==> src/rtl/quad_decoder.sv <==
// Quadrature encoder front end: synchronizes and glitch-filters phases A/B,
// decodes Gray-code steps into step/dir pulses and keeps a wrapping position.
module quad_decoder #(
    parameter int END_COUNT  = 360,
    parameter int FILTER_LEN = 3,
    localparam int N = (END_COUNT > 2) ? $clog2(END_COUNT) : 1
) (
    input  logic         clk,
    input  logic         reset,
    input  logic         a_in,
    input  logic         b_in,
    input  logic         enable,
    input  logic         load,
    input  logic [N-1:0] load_val,
    input  logic         clear_err,
    output logic         step,
    output logic         dir,
    output logic [N-1:0] pos,
    output logic         tc,
    output logic         err,
    output logic         err_flag
);

    localparam int CW = (FILTER_LEN > 1) ? $clog2(FILTER_LEN + 1) : 1;
    localparam logic [CW-1:0] CNT_LAST = CW'(FILTER_LEN - 1);
    localparam logic [N-1:0]  POS_MAX  = N'(END_COUNT - 1);

    typedef enum logic {ST_INIT, ST_TRACK} state_t;

    state_t               state_q, state_d;
    logic [1:0]           sync1_q, sync1_d;
    logic [1:0]           sync2_q, sync2_d;
    logic [1:0]           filt_q, filt_d;
    logic [1:0]           prev_q, prev_d;
    logic [1:0][CW-1:0]   fcnt_q, fcnt_d;
    logic [CW-1:0]        stab_q, stab_d;
    logic                 step_q, step_d;
    logic                 dir_q, dir_d;
    logic                 err_q, err_d;
    logic                 err_flag_q, err_flag_d;
    logic [N-1:0]         pos_q, pos_d;
    logic [N-1:0]         pos_inc, pos_dec, load_clamped;
    logic [1:0]           delta;

    always_ff @(posedge clk) begin
        if (!reset) begin
            state_q    <= ST_INIT;
            sync1_q    <= '0;
            sync2_q    <= '0;
            filt_q     <= '0;
            prev_q     <= '0;
            fcnt_q     <= '0;
            stab_q     <= '0;
            step_q     <= 1'b0;
            dir_q      <= 1'b1;
            err_q      <= 1'b0;
            err_flag_q <= 1'b0;
            pos_q      <= '0;
        end else begin
            state_q    <= state_d;
            sync1_q    <= sync1_d;
            sync2_q    <= sync2_d;
            filt_q     <= filt_d;
            prev_q     <= prev_d;
            fcnt_q     <= fcnt_d;
            stab_q     <= stab_d;
            step_q     <= step_d;
            dir_q      <= dir_d;
            err_q      <= err_d;
            err_flag_q <= err_flag_d;
            pos_q      <= pos_d;
        end
    end

    always_comb begin
        sync1_d = {a_in, b_in};
        sync2_d = sync1_q;
        // sync1_q is the value s2 takes on this edge, so that edge counts toward acceptance
        filt_d = filt_q;
        fcnt_d = '0;
        for (int i = 0; i < 2; i++) begin
            if (sync1_q[i] != filt_q[i]) begin
                if (fcnt_q[i] == CNT_LAST) filt_d[i] = sync1_q[i];
                else                       fcnt_d[i] = fcnt_q[i] + 1'b1;
            end
        end

        prev_d  = filt_q;
        state_d = state_q;
        stab_d  = '0;
        if (state_q == ST_INIT && sync1_q == sync2_q) begin
            if (stab_q == CNT_LAST) state_d = ST_TRACK;
            else                    stab_d  = stab_q + 1'b1;
        end

        pos_inc      = (pos_q == POS_MAX) ? '0 : pos_q + 1'b1;
        pos_dec      = (pos_q == '0) ? POS_MAX : pos_q - 1'b1;
        load_clamped = (load_val > POS_MAX) ? POS_MAX : load_val;

        // Gray -> binary makes forward +1, reverse -1 and a double-bit change +2 (mod 4)
        delta = {filt_q[1], ^filt_q} - {prev_q[1], ^prev_q};

        step_d     = 1'b0;
        err_d      = 1'b0;
        dir_d      = dir_q;
        pos_d      = pos_q;
        err_flag_d = clear_err ? 1'b0 : err_flag_q;
        if (state_q == ST_TRACK) begin
            case (delta)
                2'd1: begin
                    dir_d  = 1'b1;
                    step_d = enable;
                    if (enable) pos_d = pos_inc;
                end
                2'd3: begin
                    dir_d  = 1'b0;
                    step_d = enable;
                    if (enable) pos_d = pos_dec;
                end
                2'd2: begin
                    err_d      = 1'b1;
                    err_flag_d = 1'b1;
                end
                default: ;
            endcase
        end
        if (load) pos_d = load_clamped;
    end

    assign step     = step_q;
    assign dir      = dir_q;
    assign pos      = pos_q;
    assign err      = err_q;
    assign err_flag = err_flag_q;
    assign tc       = (dir_q && pos_q == POS_MAX) || (!dir_q && pos_q == '0);

endmodule

==> config.mk <==
export PLATFORM = sky130hd
export DESIGN_NAME = quad_decoder
export DESIGN_NICKNAME = d
export VERILOG_FILES = /design/src/rtl/quad_decoder.sv
export SDC_FILE = /design/constraint.sdc
export NUM_CORES = 1
export LEC_CHECK = 0
export CAP_MARGIN = 20
export CORE_UTILIZATION = 47
export CTS_CLUSTER_DIAMETER = 120
export CTS_CLUSTER_SIZE = 24
export DETAILED_ROUTE_END_ITERATION = 6
export GPL_TIMING_DRIVEN = 0
export PLACE_DENSITY_LB_ADDON = 0.3
export SKIP_CTS_REPAIR_TIMING = 1
export SYNTH_ARGS = -nofsm -noshare
export SYNTH_HDL_FRONTEND = slang
export SYNTH_SLANG_ARGS = --single-unit
==> constraint.sdc <==
create_clock -name clk -period 1.75 [get_ports clk]
set_clock_uncertainty 0.1 [all_clocks]
set_input_delay 0.525 -clock clk [delete_from_list [all_inputs] [get_ports clk]]
set_output_delay 0.525 -clock clk [all_outputs]
set_load 0.05 [all_outputs]
==> metrics.yaml <==
max_cap_violations: 0
die_area_mm2: 0.003722
final.setup.worst_slack_ns: -0.6315
final_period_minus_worst_setup_slack_ns: 2.382
tritoncts: "done"
rsz0062_at_grt: "yes"
post-synth-top-count-cell: "sky130_fd_sc_hd__dfxtp_1"
clock_latency_ns: 0.34
antenna_violations_before_repair: 0
total_of_endpoints_with_negative_setup_slack_in_the_final_report: 11
worstSetupStartpoint: "pos[6]$_SDFFE_PN0P_"
dpl.cell_count: 267
worstSetupStartpointType: "flop"
violations_in_the_final_reports: "setup timing"
drc: 0
global_route.overflow_total: 0
hold-path-cell-count: 1
postRouteAntennaNets: 0
critical_path.max_fanout: 8
cp_cell_sequence: "buf_4, nor4_4, nand3_4, o21ai_4, buf_6"
ys_seq_area_share_pct: 34.25
io-pin-count: 30
async_reset_ff_share_pct: 0
setup.worst_path.end: "tc"
floorplan.core_area_mm2: 0.003337
clockBufferDepth: 2
number_of_synthesized_flops_with_an_enable_pin: 0
place_area_mm2: 0.002086
grt_first_pass_wirelength_mm: 6.341
wl_per_cell_um: 15.86
htree_num_levels: 1
postSynthRegisterBits: 28
chipWidth_um: 61.01
timing_hold_violations_final: 0
synthCells: 193
die_h_um: 61.01
synth.yosys.warnings: 0
synth_fp_nets: 215
vias: 1686
placement_rows: 21
vdd_ir_drop_max_mv: 0.4786
slew_viol_final: 0
max_stage_delay_ns: 0.38
finalCritPeriodShare_pct: 136.1
netlist.top_cell.by_area: "sky130_fd_sc_hd__dfxtp_1"
yosysUniqueCellTypes: 55
post_synth_instance_area_mm2: 0.001637
synth_top_area_share_pct: 34.25
worst_ep_arrival_time_ns: 1.76
grt_use_total_pct: 22.81
transition_time_of_the_tightest_slew_check_pin_ns: 0.6726
instances_no_fill: 293
clock-sinks: 28
min-delay-path-class: "reg2reg"
worst-path-buf-inv: 2
tns_ns: -3.309
hpwlAfterDp_mm: 2.781
worst-path-stages: 5
critPathTopFamily: "simple AND/OR/NAND/NOR gates"
route.detailed.vias_per_inst: 5.754
clk_transition_reported_paths_ns: 0.16
diodes: 0
cp_class: "reg2out"
cp-end-kind: "output port"
ys_top_cells_by_count: "sky130_fd_sc_hd__dfxtp_1 (28), sky130_fd_sc_hd__nand2_1 (19), sky130_fd_sc_hd__nor2_1 (15), sky130_fd_sc_hd__inv_1 (9), sky130_fd_sc_hd__o21ai_0 (9)"
ys_dominant_reg_cell: "sky130_fd_sc_hd__dfxtp_1"
overall_routed_net_length_mm: 4.646
pd_cells_mw_per_mm2: 592.4
critPathRequiredTime_ns: 1.12
rr_endpoint: "pos[5]$_SDFFE_PN0P_"
setup.reg_to_reg.worst_slack_ns: -0.39
power_leakage_nw: 0.9964
slew_headroom_pct: 55.16
r2r-start: "prev_q[1]$_SDFF_PN0_"
worst_hold_slack_ns: 0.3254
cts_buffer_count: 3
drive_above_1_share_pct: 38.87
r2r.worst_path.cells: 8
drt_first_iter_violations: 142
average_footprint_of_a_synthesized_cell_um2: 8.480
place.port_buffers: 28
grt_pass1_vias: 1385
yosys-top-cells-area: "sky130_fd_sc_hd__dfxtp_1 (34%), sky130_fd_sc_hd__ha_1 (4.6%), sky130_fd_sc_hd__nand2_1 (4.4%), sky130_fd_sc_hd__nor2_1 (3.4%), sky130_fd_sc_hd__xor2_1 (3.2%)"
areaGrowthSynthToFinish_pct: 47.02
clock.fmax_ghz: 0.4199
finalInstanceArea_mm2: 0.002406
grt_start_max_net_pins: 17
first_pass_iters: 4
run_status: "finished with violations"
ctsRootBufferMaster: "sky130_fd_sc_hd__clkbuf_4"
design.final.nets: 270
num-fill-cells: 248
place.gp.congestion: 0.8847
slowest_stage: "sky130_fd_sc_hd__nor4_4"
initial_utilization_pct: 49.04
## layer usage
| metal | vias to the layer above | global-route usage, % | routed length (um) |
|---|---|---|---|
| li1 | 803 | - | - |
| met1 | 797 | 32.43 | 2003 |
| met2 | 73 | 36.73 | 2250 |
| met3 | 13 | 3.361 | 316 |
| met4 | 0 | 5.195 | 76 |
| met5 | - | 0 | 0 |
## cells by family (layout without fill, tap and decap cells)
group	count (synthesis)	after routing	synth area share [%]
flip-flops	28	28	34.25
AND/OR/NAND/NOR	79	79	26.76
adder cells (fa/ha/maj)	6	6	4.587
buffers and inverters	20	74	5.274
multiplexers	5	5	3.135
AO/OA/AOI/OAI	43	43	18.58
XOR/XNOR	12	12	7.416
## worst register-to-register path, cell delays in order, from the launching register on
cell and delay (ns):
sky130_fd_sc_hd__dfxtp_2 0.38, sky130_fd_sc_hd__xor2_2 0.23, sky130_fd_sc_hd__ha_4 0.17, sky130_fd_sc_hd__xor3_2 0.26
sky130_fd_sc_hd__and2b_1 0.21, sky130_fd_sc_hd__buf_6 0.15, sky130_fd_sc_hd__nor2_4 0.20, sky130_fd_sc_hd__a31oi_1 0.10
sky130_fd_sc_hd__a311oi_1 0.26
## state kept, by name (all words and copies together), names as in the netlist
register and count:
sync2_q 2, fcnt_q 4, state_q 1, stab_q 2
filt_q 2, err_flag 1, pos 9, sync1_q 2
err 1, dir 1, prev_q 2, step 1
## worst min-delay path by stage
stage                              start                    to
floorplan           fcnt_q[0]$_SDFF_PP0_  fcnt_q[0]$_SDFF_PP0_
global placement    fcnt_q[0]$_SDFF_PP0_  fcnt_q[0]$_SDFF_PP0_
detailed placement  fcnt_q[0]$_SDFF_PP0_  fcnt_q[0]$_SDFF_PP0_
CTS                 fcnt_q[0]$_SDFF_PP0_  fcnt_q[0]$_SDFF_PP0_
global route        fcnt_q[2]$_SDFF_PP0_  fcnt_q[2]$_SDFF_PP0_
finish              fcnt_q[0]$_SDFF_PP0_  fcnt_q[0]$_SDFF_PP0_
## final cells by class
class,count,area (um^2),share of cell area [%]
tap,46,57.56,2.392
buffer,11,61.31,2.548
inverter,9,33.78,1.404
timing repair buffer,50,410.4,17.06
clock buffer,4,47.55,1.976
multi-input combinational,145,1202,49.97
sequential,28,593.1,24.65
## through the flow
| step | utilization (%) | power [mW] | setup slack, ns |
|---|---|---|---|
| 3_3_place_gp | 62.50 | 1.004 | -0.9353 |
| 3_5_place_dp | 62.50 | 1.009 | -0.9143 |
| 4_1_cts | 63.93 | 1.380 | -1.343 |
| 5_1_grt | 72.10 | 1.485 | -0.6796 |
| 2_1_floorplan | - | 0.9089 | -0.2755 |
| 6_report | 72.10 | 1.425 | -0.6315 |
## report_power, final
group	switching [mW]	total [mW]	internal, mW	leakage, nW
Sequential	0.0250	0.685	0.660	0.235
Combinational	0.206	0.364	0.157	0.735
Clock	0.202	0.377	0.175	0.0261
Total	0.433	1.43	0.992	0.996
## cells in the final DEF, fill, tap and decap left out, types with 3 or more instances in the layout
cell type	count
sky130_fd_sc_hd__a21oi_1	7
sky130_fd_sc_hd__a31oi_1	3
sky130_fd_sc_hd__and2_1	8
sky130_fd_sc_hd__buf_4	19
sky130_fd_sc_hd__buf_6	7
sky130_fd_sc_hd__clkbuf_1	3
sky130_fd_sc_hd__clkbuf_2	13
sky130_fd_sc_hd__clkbuf_4	4
sky130_fd_sc_hd__clkdlybuf4s50_1	14
sky130_fd_sc_hd__dfxtp_1	14
sky130_fd_sc_hd__dfxtp_2	8
sky130_fd_sc_hd__dfxtp_4	6
sky130_fd_sc_hd__ha_1	3
sky130_fd_sc_hd__ha_4	3
sky130_fd_sc_hd__inv_1	9
sky130_fd_sc_hd__mux2i_1	4
sky130_fd_sc_hd__nand2_1	16
sky130_fd_sc_hd__nand3_1	6
sky130_fd_sc_hd__nand3b_1	3
sky130_fd_sc_hd__nor2_1	12
sky130_fd_sc_hd__nor3_1	5
sky130_fd_sc_hd__o21ai_0	6
sky130_fd_sc_hd__xnor2_1	4
sky130_fd_sc_hd__xor2_1	5
No activity file was read; power rests on OpenSTA's default activity.
